<file path="src/rtl/uart_tx_arbiter.sv">
// Round-robin arbiter sharing one UART transmitter among N_REQ byte requesters, MAX_BURST bytes per turn.
// req_ready is a same-cycle accept with the grant; tx_start follows one cycle later; frames are paced by tx_busy.
module uart_tx_arbiter #(
  parameter int N_REQ        = 4,
  parameter int MAX_BURST    = 4,
  parameter int BUSY_TIMEOUT = 8
) (
  input  logic                     clk,
  input  logic                     rst,
  input  logic [N_REQ-1:0]         req_valid,
  input  logic [8*N_REQ-1:0]       req_data,
  output logic [N_REQ-1:0]         req_ready,
  output logic                     tx_start,
  output logic [7:0]               tx_data,
  input  logic                     tx_busy,
  output logic [$clog2(N_REQ)-1:0] grant_id,
  output logic                     arb_busy,
  output logic                     err_timeout
);

  localparam int IDW = $clog2(N_REQ);
  localparam int BW  = (MAX_BURST > 1) ? $clog2(MAX_BURST) : 1;
  localparam int TW  = (BUSY_TIMEOUT > 2) ? $clog2(BUSY_TIMEOUT) : 1;
  localparam logic [BW-1:0] BURST_LAST = BW'(MAX_BURST - 1);
  // tx_start cycle itself counts toward the timeout window, so the counter stops two short.
  localparam logic [TW-1:0] TMO_LAST   = TW'(BUSY_TIMEOUT - 2);

  typedef enum logic [1:0] {IDLE, ISSUE, WAIT_BUSY, WAIT_DONE} state_t;

  state_t         state_q;
  logic [IDW-1:0] last_grant_q;
  logic [IDW-1:0] grant_id_q;
  logic [BW-1:0]  burst_cnt_q;
  logic [TW-1:0]  tmo_cnt_q;
  logic [7:0]     tx_data_q;
  logic           tx_start_q;
  logic           arb_busy_q;
  logic           err_q;

  logic           rr_vld_d;
  logic [IDW-1:0] rr_idx_d;
  logic [IDW-1:0] rr_cand;
  logic           grant;
  logic           timed_out;
  logic           frame_end;
  logic           burst_cont;

  // Walk from the farthest candidate to the nearest so the closest to last_grant+1 wins.
  always_comb begin
    rr_vld_d = 1'b0;
    rr_idx_d = '0;
    rr_cand  = '0;
    for (int k = N_REQ; k >= 1; k--) begin
      rr_cand = last_grant_q + IDW'(k);
      if (req_valid[rr_cand]) begin
        rr_vld_d = 1'b1;
        rr_idx_d = rr_cand;
      end
    end
  end

  assign grant      = (state_q == IDLE) && !tx_busy && rr_vld_d;
  assign timed_out  = (state_q == WAIT_BUSY) && !tx_busy && (tmo_cnt_q == TMO_LAST);
  assign frame_end  = ((state_q == WAIT_DONE) && !tx_busy) || timed_out;
  assign burst_cont = frame_end && req_valid[grant_id_q] && (burst_cnt_q < BURST_LAST);

  // Gated by rst so nothing is accepted while reset is held, even though IDLE decodes a grant.
  always_comb begin
    req_ready = '0;
    if (rst) begin
      if (grant) begin
        req_ready[rr_idx_d] = 1'b1;
      end else if (burst_cont) begin
        req_ready[grant_id_q] = 1'b1;
      end
    end
  end

  always_ff @(posedge clk or negedge rst) begin
    if (!rst) begin
      state_q      <= IDLE;
      last_grant_q <= IDW'(N_REQ - 1);
      grant_id_q   <= '0;
      burst_cnt_q  <= '0;
      tmo_cnt_q    <= '0;
      tx_data_q    <= 8'h00;
      tx_start_q   <= 1'b0;
      arb_busy_q   <= 1'b0;
      err_q        <= 1'b0;
    end else begin
      tx_start_q <= 1'b0;
      unique case (state_q)
        IDLE: begin
          if (grant) begin
            state_q     <= ISSUE;
            tx_start_q  <= 1'b1;
            arb_busy_q  <= 1'b1;
            grant_id_q  <= rr_idx_d;
            tx_data_q   <= req_data[8*rr_idx_d +: 8];
            burst_cnt_q <= '0;
          end
        end
        ISSUE: begin
          tmo_cnt_q <= '0;
          state_q   <= WAIT_BUSY;
        end
        WAIT_BUSY: begin
          if (tx_busy) begin
            state_q <= WAIT_DONE;
          end else if (!timed_out) begin
            tmo_cnt_q <= tmo_cnt_q + 1'b1;
          end
        end
        WAIT_DONE: begin
        end
        default: state_q <= IDLE;
      endcase

      if (timed_out) begin
        err_q <= 1'b1;
      end

      // A timed-out byte leaves exactly like a completed frame.
      if (frame_end) begin
        if (burst_cont) begin
          state_q     <= ISSUE;
          tx_start_q  <= 1'b1;
          tx_data_q   <= req_data[8*grant_id_q +: 8];
          burst_cnt_q <= burst_cnt_q + 1'b1;
        end else begin
          state_q      <= IDLE;
          arb_busy_q   <= 1'b0;
          last_grant_q <= grant_id_q;
        end
      end
    end
  end

  assign tx_start    = tx_start_q;
  assign tx_data     = tx_data_q;
  assign grant_id    = grant_id_q;
  assign arb_busy    = arb_busy_q;
  assign err_timeout = err_q;

endmodule
</file>
<file path="config.mk">
export PLATFORM = sky130hd
export DESIGN_NAME = uart_tx_arbiter
export DESIGN_NICKNAME = d
export VERILOG_FILES = /design/src/rtl/uart_tx_arbiter.sv
export SDC_FILE = /design/constraint.sdc
export NUM_CORES = 1
export LEC_CHECK = 0
export ABC_AREA = 1
export CELL_PAD_IN_SITES_DETAIL_PLACEMENT = 0
export CELL_PAD_IN_SITES_GLOBAL_PLACEMENT = 1
export CORE_UTILIZATION = 35
export DETAILED_ROUTE_END_ITERATION = 6
export PLACE_DENSITY = 0.95
export SLEW_MARGIN = 15
export SYNTH_ARGS = -nofsm -noshare
export SYNTH_HDL_FRONTEND = slang
export SYNTH_SLANG_ARGS = --single-unit
</file>
<file path="constraint.sdc">
create_clock -name clk -period 6.9 [get_ports clk]
set_input_delay 2.07 -clock clk [delete_from_list [all_inputs] [get_ports clk]]
set_output_delay 2.07 -clock clk [all_outputs]
set_load 0.05 [all_outputs]
</file>
==> flow_summary_export.csv <==
group,metric,value,unit
clock_network,cts_resized,0,
clock_network,cts_buffer_depth,2,
logic_synthesis,synth_cell_type_count,31,
final_layout,nets,405,
drt,ant_nets,0,
logic_synthesis,synth_fa_ha_area_frac,0.0525,
floorplan,initial_core_util,0.369,
logic_synthesis,synth-edff-count,0,
worst_setup_path,cp.required,4.83,ns
logic_synthesis,ys_seq_area_frac,0.290,
clock_network,numCtsBuffers,3,
timing,finalHoldViolCount,0,
pwr,ir_worst_vdd,0.000229,V
clock_network,htreeDepth,1,
min_path,worstHoldEndpoint,"err_timeout",
logic_synthesis,synth_nets,349,
min_path,hold_class,"reg -> reg",
clock_network,clkTransAtPathRegs,0.09,ns
pwr,intPower,588,uW
pwr,leakagePower,1.35,nW
grt,antenna_found_initial,0,
flow_run,drv_cap,0,
timing,finalSetupViolations,0,
grt,grt_pass1_vias,2008,
clock_network,holdBufCountCts,0,
min_path,hp-start,"err_timeout",
logic_synthesis,synth-main-ff-cell,"dfrtp_1",
drt,via_count,2126,
timing,fmax,156,MHz
logic_synthesis,netlist_instances,302,
grt,grt_overflow,0,
timing,fin_crit_sh,0.930,
final_layout,final_cells,427,
pwr,pwr-share-clk,0.095,
clock_network,cts_root_buf,"clkbuf_8",
final_layout,antenna_cells,0,
min_path,holdPathStages,1,
worst_setup_path,cp.arrival,4.35,ns
worst_setup_path,r2r_slack,4.42,ns
worst_setup_path,worst-path-max-fanout,15,
logic_synthesis,postSynthAreaPerCell,6.31,um^2
pwr,pwr-share-seq,0.181,
worst_setup_path,r2r-start,"last_grant_q[0]",
floorplan,rows,26,
logic_synthesis,muxShareOfSynthArea,0,
timing,setup_ws,0.481,ns
timing,rsz0062_at_grt,"no",
logic_synthesis,yosys_warnings,0,
grt,grt_pass1_wl,9210,um
timing,fin_tns_setup,0,ns
drt,drt-initial-drc-count,141,
timing,maxSlewViolCount,0,
worst_setup_path,reg2reg_depth,15,
final_layout,drive_above_1_share,0.0812,
placed_design,hpwlAfterDp,4230,um
timing,worst_pin_slew,0.541,ns
worst_setup_path,worstSetupEndpointType,"primary output",
worst_setup_path,start_kind,"input pin",
placed_design,dp_slack,0.482,ns
placed_design,dpl.cell_count,423,
logic_synthesis,synth-simple-area-share,0.402,
grt,grt_max_degree,16,
pwr,switching_share,0.554,
timing,finalClockSkew,0.00182,ns
placed_design,io_buffer_count,55,
clock_network,insertion_delay,0.27,ns
logic_synthesis,syn_area,1910,um^2
floorplan,die_w,75.8,um
pwr,p_sw,731,uW
status,run_status,"completed",
drt,viasPerCell,4.98,
clock_network,clock-sinks,22,
drt,routed_wl,5550,um
drt,detail_route.wl_per_cell,13.0,um
logic_synthesis,synth_top_family_by_area,"simple AND/OR/NAND/NOR gates",
floorplan,num_io_pins,56,
logic_synthesis,synth-seq-cells,22,
clock_network,post_cts_buffers,0,
pwr,power_density,501,nW/um^2
floorplan,die_area,5750,um^2
timing,max-slew-margin-rel,0.639,
pwr,combPwrFrac,0.723,
clock_network,cts_tree,"done",
worst_setup_path,path_class,"in -> out",
worst_setup_path,worstReg2RegEnd,"tx_data[5]",
floorplan,die_y,75.8,um
timing,period_needed,6.42,ns
logic_synthesis,synthXorXnorAreaFrac,0,
logic_synthesis,ys_async_sr_fraction,1.00,
drt,drtPass1Iterations,5,
drt,drcViolationCount,0,
logic_synthesis,synth_top_area_frac,0.262,
final_layout,areaGrowthSynthToFinish,38.3,%
timing,whs,0.496,ns
floorplan,coreArea,5170,um^2
grt,grt_usage,0.211,
logic_synthesis,synth-compound-area-share,0.161,
logic_synthesis,yosys-top-cells-area,"dfrtp_1, nand2_1, nand3_1, inv_1, ha_1",
logic_synthesis,synth_top_area_cell,"dfrtp_1",
placed_design,place.gp.congestion,0.889,
[per-stage QoR]
| stage | util | instance area (um^2) | power (mW) |
|---|---|---|---|
| floorplan | - | 1910 | 0.952 |
| global placement | 0.496 | 2560 | 1.18 |
| detailed placement | 0.496 | 2560 | 1.19 |
| CTS | 0.510 | 2640 | 1.32 |
| global route | 0.510 | 2640 | 1.46 |
| finish | 0.510 | 2640 | 1.32 |
[power by group through the flow]
stage	combinational, mW	clock, mW	sequential (mW)
2_1_floorplan	0.612	0	0.341
3_3_place_gp	0.943	0	0.240
3_5_place_dp	0.947	0	0.241
4_1_cts	0.950	0.130	0.239
5_1_grt	1.08	0.136	0.247
6_report	0.954	0.126	0.239
[Yosys cell counts (5+ instances only)]
library cell  number
nand2_1          126
inv_1             30
nand3_1           29
dfrtp_1           20
nor2_1            13
o21ai_0           11
a21oi_1            9
ha_1               8
a22o_1             7
a22oi_1            7
nor2_2             5
[final cells by class]
class	count	area [um^2]
flip-flops and latches	22	553
well taps	70	87.6
repair buffers	58	613
fillers	510	2540
multi-input cells	237	1170
clock buffers	3	41.3
inverters	36	138
clock inverters	1	30.0
[cells by family after synthesis]
logic type      count (synthesis)
simple gates                  183
buf+inv                        43
fa+ha+maj                       8
compound gates                 46
flops                          22
[critical path: stages]
cell and delay, ns:
clkdlybuf4s50_1 0.50, inv_1 0.07, nand2_1 0.07, nand3_1 0.10
nand2_1 0.08, inv_1 0.03, nand2_1 0.07, nand2_1 0.07
nand2_2 0.21, nand2_1 0.31, inv_1 0.16, nor2_1 0.06
nor3_1 0.36, buf_12 0.19
[metal layers]
layer / part of all wire / vias up / GRT usage
met1: 0.47 / 964 / 0.306
met5: 0 / - / 0
met2: 0.46 / 77 / 0.329
met3: 0.062 / 5 / 0.0317
li1: - / 1080 / -
met4: 0.0074 / 0 / 0.0494
[cells in the final DEF, fill, tap and decap left out, types with 2 or more instances in the layout]
master	n
a21o_1	2
a21oi_1	9
a221oi_1	2
a22o_1	7
a22oi_1	7
buf_12	4
buf_4	3
clkbuf_8	3
clkdlybuf4s50_1	51
clkinv_1	2
dfrtp_1	20
dfstp_2	2
ha_1	8
inv_1	30
inv_2	3
nand2_1	126
nand2_2	3
nand3_1	29
nor2_1	13
nor2_2	5
nor3_1	2
o21ai_0	11
o21ai_1	4
[how the worst max path moves through the flow]
stage,to,start,depth (start not counted)
6_report,req_ready[0],req_valid[1],14
5_1_grt,req_ready[0],req_valid[1],14
4_1_cts,req_ready[0],req_valid[1],14
3_5_place_dp,req_ready[0],req_valid[1],14
3_3_place_gp,req_ready[0],req_valid[1],14
2_1_floorplan,req_ready[0],req_valid[3],13
[registers in the layout, summed over array words and instances, names as in the netlist]
register and count:
err_timeout 1, arb_busy 1, tmo_cnt_q 3, grant_id 2
last_grant_q 2, tx_start 1, burst_cnt_q 2, state_q 2
tx_data 8
Note: power is estimated with default switching activity, not from simulation.
